==> src/rtl/uart_tx_arbiter.sv <==
// Round-robin arbiter sharing one UART transmitter among NUM_REQ requesters.
// Optional macro UART_TX_ARB_CHAN_ID_EN prefixes each payload with a channel-id header frame.
module uart_tx_arbiter #(
  parameter int NUM_REQ       = 4,
  parameter int DATA_W        = 8,
  parameter int START_TIMEOUT = 1023,
  localparam int ID_W  = (NUM_REQ > 1) ? $clog2(NUM_REQ) : 1,
  localparam int CNT_W = $clog2(START_TIMEOUT + 1)
) (
  input  logic                        clk,
  input  logic                        rst,
  input  logic [NUM_REQ-1:0]          req,
  input  logic [NUM_REQ*DATA_W-1:0]   req_data,
  output logic [NUM_REQ-1:0]          ack,
  output logic                        err,
  output logic [ID_W-1:0]             grant_id,
  output logic                        active,
  output logic                        tx_enable,
  output logic [DATA_W-1:0]           tx_data,
  input  logic                        tx_busy
);

  typedef enum logic [1:0] {IDLE, START, WAIT_DONE, ACK} state_e;

  state_e              state_q, state_d;
  logic [CNT_W-1:0]    cnt_q, cnt_d;
  logic [ID_W-1:0]     ptr_q, ptr_d;
  logic [ID_W-1:0]     grant_id_q, grant_id_d;
  logic [DATA_W-1:0]   tx_data_q, tx_data_d;
  logic                tx_enable_q, tx_enable_d;
  logic                active_q, active_d;
  logic [NUM_REQ-1:0]  ack_q, ack_d;
  logic                err_q, err_d;

  logic                found;
  logic [ID_W-1:0]     winner;
  logic [ID_W-1:0]     cand;
  logic [NUM_REQ-1:0]  ack_onehot;

`ifdef UART_TX_ARB_CHAN_ID_EN
  logic                hdr_q, hdr_d;
  logic [DATA_W-1:0]   payload_q, payload_d;
`endif

  // First set request at or above the pointer, wrapping modulo NUM_REQ.
  always_comb begin
    found  = 1'b0;
    winner = '0;
    cand   = '0;
    for (int k = 0; k < NUM_REQ; k++) begin
      cand = ID_W'((int'(ptr_q) + k) % NUM_REQ);
      if (!found && req[cand]) begin
        found  = 1'b1;
        winner = cand;
      end
    end
  end

  assign ack_onehot = NUM_REQ'(1) << grant_id_q;

  always_comb begin
    state_d     = state_q;
    cnt_d       = cnt_q;
    ptr_d       = ptr_q;
    grant_id_d  = grant_id_q;
    tx_data_d   = tx_data_q;
    tx_enable_d = tx_enable_q;
    active_d    = active_q;
    ack_d       = '0;
    err_d       = 1'b0;
`ifdef UART_TX_ARB_CHAN_ID_EN
    hdr_d       = hdr_q;
    payload_d   = payload_q;
`endif
    case (state_q)
      IDLE: begin
        if (found && !tx_busy) begin
          grant_id_d  = winner;
          tx_enable_d = 1'b1;
          active_d    = 1'b1;
          cnt_d       = '0;
          state_d     = START;
`ifdef UART_TX_ARB_CHAN_ID_EN
          payload_d   = req_data[winner*DATA_W +: DATA_W];
          tx_data_d   = {1'b1, (DATA_W-1)'(winner)};
          hdr_d       = 1'b1;
`else
          tx_data_d   = req_data[winner*DATA_W +: DATA_W];
`endif
        end
      end
      START: begin
        if (tx_busy) begin
          tx_enable_d = 1'b0;
          state_d     = WAIT_DONE;
        end else if (cnt_q == CNT_W'(START_TIMEOUT)) begin
          // Transmitter never started: abandon any remaining frame and ack with err.
          tx_enable_d = 1'b0;
          ack_d       = ack_onehot;
          err_d       = 1'b1;
          state_d     = ACK;
        end else begin
          cnt_d = cnt_q + 1'b1;
        end
      end
      WAIT_DONE: begin
        if (!tx_busy) begin
`ifdef UART_TX_ARB_CHAN_ID_EN
          if (hdr_q) begin
            hdr_d       = 1'b0;
            tx_data_d   = payload_q;
            tx_enable_d = 1'b1;
            cnt_d       = '0;
            state_d     = START;
          end else begin
            ack_d   = ack_onehot;
            state_d = ACK;
          end
`else
          ack_d   = ack_onehot;
          state_d = ACK;
`endif
        end
      end
      ACK: begin
        active_d = 1'b0;
        ptr_d    = (grant_id_q == ID_W'(NUM_REQ - 1)) ? '0 : grant_id_q + 1'b1;
        state_d  = IDLE;
      end
      default: state_d = IDLE;
    endcase
  end

  always_ff @(posedge clk or posedge rst) begin
    if (rst) begin
      state_q     <= IDLE;
      cnt_q       <= '0;
      ptr_q       <= '0;
      grant_id_q  <= '0;
      tx_data_q   <= '0;
      tx_enable_q <= 1'b0;
      active_q    <= 1'b0;
      ack_q       <= '0;
      err_q       <= 1'b0;
    end else begin
      state_q     <= state_d;
      cnt_q       <= cnt_d;
      ptr_q       <= ptr_d;
      grant_id_q  <= grant_id_d;
      tx_data_q   <= tx_data_d;
      tx_enable_q <= tx_enable_d;
      active_q    <= active_d;
      ack_q       <= ack_d;
      err_q       <= err_d;
    end
  end

`ifdef UART_TX_ARB_CHAN_ID_EN
  always_ff @(posedge clk or posedge rst) begin
    if (rst) begin
      hdr_q     <= 1'b0;
      payload_q <= '0;
    end else begin
      hdr_q     <= hdr_d;
      payload_q <= payload_d;
    end
  end
`endif

  assign ack       = ack_q;
  assign err       = err_q;
  assign grant_id  = grant_id_q;
  assign active    = active_q;
  assign tx_enable = tx_enable_q;
  assign tx_data   = tx_data_q;

endmodule

==> config.mk <==
export PLATFORM = sky130hd
export DESIGN_NAME = uart_tx_arbiter
export DESIGN_NICKNAME = d
export VERILOG_FILES = /design/src/rtl/uart_tx_arbiter.sv
export SDC_FILE = /design/constraint.sdc
export NUM_CORES = 1
export LEC_CHECK = 0
export CORE_MARGIN = 2
export CORE_UTILIZATION = 46
export CTS_CLUSTER_SIZE = 12
export DETAILED_ROUTE_END_ITERATION = 12
export HOLD_SLACK_MARGIN = 0.08
export PLACE_DENSITY = 0.79
export SYNTH_ARGS = -nofsm -noshare
export SYNTH_HDL_FRONTEND = slang
export SYNTH_SLANG_ARGS = --single-unit
export TNS_END_PERCENT = 20
==> constraint.sdc <==
create_clock -name clk -period 2.1 [get_ports clk]
set_input_delay 0.42 -clock clk [delete_from_list [all_inputs] [get_ports clk]]
set_output_delay 0.42 -clock clk [all_outputs]
set_load 0.02 [all_outputs]
==> metrics.md, run 1 <==
| Metric | Value |
|---|---|
| Critical R2R Capture | `cnt_q[8]` |
| Max-Cap Viols | `0` |
| NetSw | `1060 uW` |
| Reg2Reg Setup Slack | `0.25 ns` |
| Row count | `22` |
| Final Max Slew Viols | `0` |
| Fmax | `540 MHz` |
| DR iter-0 viols | `91` |
| Vias in the first global route | `1,481` |
| Ports | `56` |
| Grt total ovfl | `0` |
| Setup Total Neg Slack | `0 ns` |
| Worst Setup End Kind | `register` |
| Crit-path max FO | `8` |
| Synth Cell Area | `1810 um2` |
| Root Buffer | `clkbuf_8` |
| Longest Clk Path Bufs | `2` |
| DR WL/cell | `14.4 um` |
| Filler cell count | `280` |
| Clk Latency, worst-skew pair | `0.29 ns` |
| Final Power | `2810 uW` |
| Most common cell after layout, fill and taps aside | `clkdlybuf4s50_1` |
| Leak | `0.00121 uW` |
| Initial Util | `0.487` |
| Mapped Avg Cell Area | `10.6 um2` |
| Reg power frac | `0.333` |
| Post-CTS setup buffers | `0` |
| Worst Hold Path Cells | `2` |
| Core box area | `3720 um2` |
| Clock Sink Count | `31` |
| Worst hold endpoint | `tx_data[4]` |
| RR Startpoint | `state_q[0]` |
| Clock-pin slew on the worst setup and hold paths | `0.06 ns` |
| Tcrit/Tclk final | `0.882` |
| Worst r2r path cells | `8` |
| Mapped Cells | `171` |
| Least-Margin Pin Slew | `0.432 ns` |
| Synthesis-to-layout area growth | `43.3%` |
| Placed Cells | `285` |
| Worst rel slew slack | `0.711` |
| Async SR Flop Fraction | `1.00` |
| Clk pwr share | `0.169` |
| CTS tree | `done` |
| Gr usage total | `0.210` |
| Cts repair resizes | `0` |
| Yosys cell types | `42` |
| Largest net degree at the start of global routing | `32` |
| Drt total wl | `4200 um` |
| Hold path startpoint | `tx_data[4]` |
| Routed via count | `1,512` |
| Net Count, Synth | `219` |
| Kind of critical path | `reg -> reg` |
| Final Non-Filler Cells | `292` |
| Min-delay worst type | `reg -> reg` |
| Final ANT Viol Nets | `0` |
| Net Sw Frac | `0.377` |
| Nets | `292` |
| First-pass DRT Iterations | `4` |
| Die Y | `66.7 um` |
| Internal power | `1750 uW` |
| Synth warnings | `0` |
| Commonest non-fill, non-tap cells in the layout | `55 x clkdlybuf4s50_1, 31 x dfrtp_1, 17 x nand2_1, 16 x mux2i_1, 15 x nor2_1` |
| Hold slack | `0.490 ns` |
| Setup violators final | `0` |
| DRC viols | `0` |
| Synthesized flop and latch total | `31` |
| Final worst path period need | `1.85 ns` |
| Die area | `4450 um2` |
| Inserted Clock Buffers | `5` |
| PwrDens | `1090 nW/um2` |
| Hold Buf Count CTS | `0` |
| Combinational power share | `0.498` |
| Dpl hpwl | `3200 um` |
| Routability congestion estimate | `0.787` |
| WP data arrival | `2.07 ns` |
| Sequential share of the synthesized area | `0.429` |
| Die width | `66.7 um` |
| DR vias/cell | `5.18` |
| Final Hold Viols | `0` |
| Post-synth EDFFs | `0` |
| Startpoint Class | `register` |
| Peak VDD IR | `0.000612 V` |
| IO Port Bufs | `55` |
| Global-route wire length before repair | `6780 um` |
| Unrepaired setup endpoints after global routing | `false` |
| # H-tree levels | `2` |
| ANT cells | `0` |
| Top FF cell, synth | `dfrtp_1` |
| Status | `completed` |
| Fin Clk Skew | `0.00608 ns` |
| Req. time, crit path | `2.32 ns` |
| Ratio of cells with drive above 1 in the final layout | `0.156` |
| Initial antenna violation count | `0` |
[power by group through the flow]
stage | clock [uW] | sequential, uW | combinational [uW]
after detailed placement | 0 | 948 | 1410
after CTS | 487 | 937 | 1420
after global routing | 525 | 964 | 1520
final | 477 | 935 | 1400
after global placement | 0 | 940 | 1380
after floorplan | 0 | 1060 | 715
[registers in the layout, indices dropped and copies added (netlist names)]
signal	count
tx_enable	1
grant_id	2
cnt_q	10
ack	4
state_q	2
tx_data	8
ptr_q	2
active	1
err	1
[cell type report]
| class | instances | area [um2] | share of cell area |
|---|---|---|---|
| clock buffers | 6 | 82.6 | 0.0319 |
| clock inverters | 1 | 5.00 | 0.00193 |
| inverters | 7 | 26.3 | 0.0101 |
| multi-input cells | 130 | 973 | 0.376 |
| flip-flops and latches | 31 | 776 | 0.299 |
| well taps | 48 | 60.1 | 0.0232 |
| repair buffers | 69 | 668 | 0.258 |
[kinds of logic (layout without fill, tap and decap cells)]
logic type,after synthesis,count (layout),synth area share
xor gates and xnor gates,8,8,0.0388
AOI/OAI and AO/OA,29,29,0.139
and+or+nand+nor,64,64,0.185
adders and majority gates,9,9,0.0623
muxes,20,20,0.113
DFF,31,31,0.429
buffers and inverters,10,83,0.0325
[Yosys cell counts, types with 2 or more instances]
cell type | n | area [um2]
mux2_2 | 4 | 45.0
dfrtp_1 | 31 | 776
and3_1 | 4 | 25.0
o211ai_1 | 2 | 15.0
mux2i_1 | 16 | 160
nor2b_1 | 3 | 18.8
xor2_1 | 8 | 70.1
and2_1 | 5 | 31.3
nand2_1 | 17 | 63.8
inv_1 | 6 | 22.5
o21a_1 | 2 | 15.0
o221ai_1 | 8 | 70.1
ha_1 | 9 | 113
nor2_1 | 15 | 56.3
o21ai_0 | 3 | 15.0
nand3_1 | 6 | 30.0
nand4_1 | 5 | 31.3
a21oi_1 | 3 | 15.0
[through the flow]
| stage | instance area, um2 | setup WS (ns) | utilization |
|---|---|---|---|
| after floorplan | 1810 | 0.404 | - |
| after global placement | 2500 | -0.00338 | 0.674 |
| after detailed placement | 2500 | -0.0294 | 0.674 |
| after CTS | 2590 | 0.250 | 0.697 |
| after global routing | 2590 | 0.0960 | 0.697 |
| final | 2590 | 0.247 | 0.697 |
[worst max-delay path: stages (launching register included)]
cell      delay, ns
dfrtp_1        0.42
inv_1          0.10
ha_1           0.32
o21bai_1       0.14
a21oi_1        0.25
buf_4          0.19
nand4_1        0.12
xor2_1         0.17
nor2_1         0.08
[per-layer routing]
metal	track usage	wire [um]
met3	0.0659	208
met5	0	0
met2	0.339	2050
met4	0.0944	68
met1	0.256	1880
[worst max-delay path by stage]
stage                     startpoint    endpoint  slack (ns)  cells past startpoint
final                     state_q[0]    cnt_q[8]        0.25                      8
after global routing      state_q[1]    cnt_q[7]         0.1                      7
after CTS                 state_q[0]    cnt_q[8]        0.25                      8
after detailed placement      req[0]  tx_data[3]       -0.03                      6
after global placement        req[1]  state_q[0]      -0.003                      7
after floorplan           state_q[1]    cnt_q[0]        0.40                      6
No activity file was read; power rests on OpenSTA's default activity.
==> inputs of run 2 (changes only) <==
--- a/config.mk
+++ b/config.mk
@@ -11,6 +11,7 @@
 export DETAILED_ROUTE_END_ITERATION = 12
 export HOLD_SLACK_MARGIN = 0.08
 export PLACE_DENSITY = 0.79
+export SKIP_CTS_REPAIR_TIMING = 1
 export SYNTH_ARGS = -nofsm -noshare
 export SYNTH_HDL_FRONTEND = slang
 export SYNTH_SLANG_ARGS = --single-unit
==> results of run 2 <==
Final layout, timing and power as in run 1 (identical DEF).
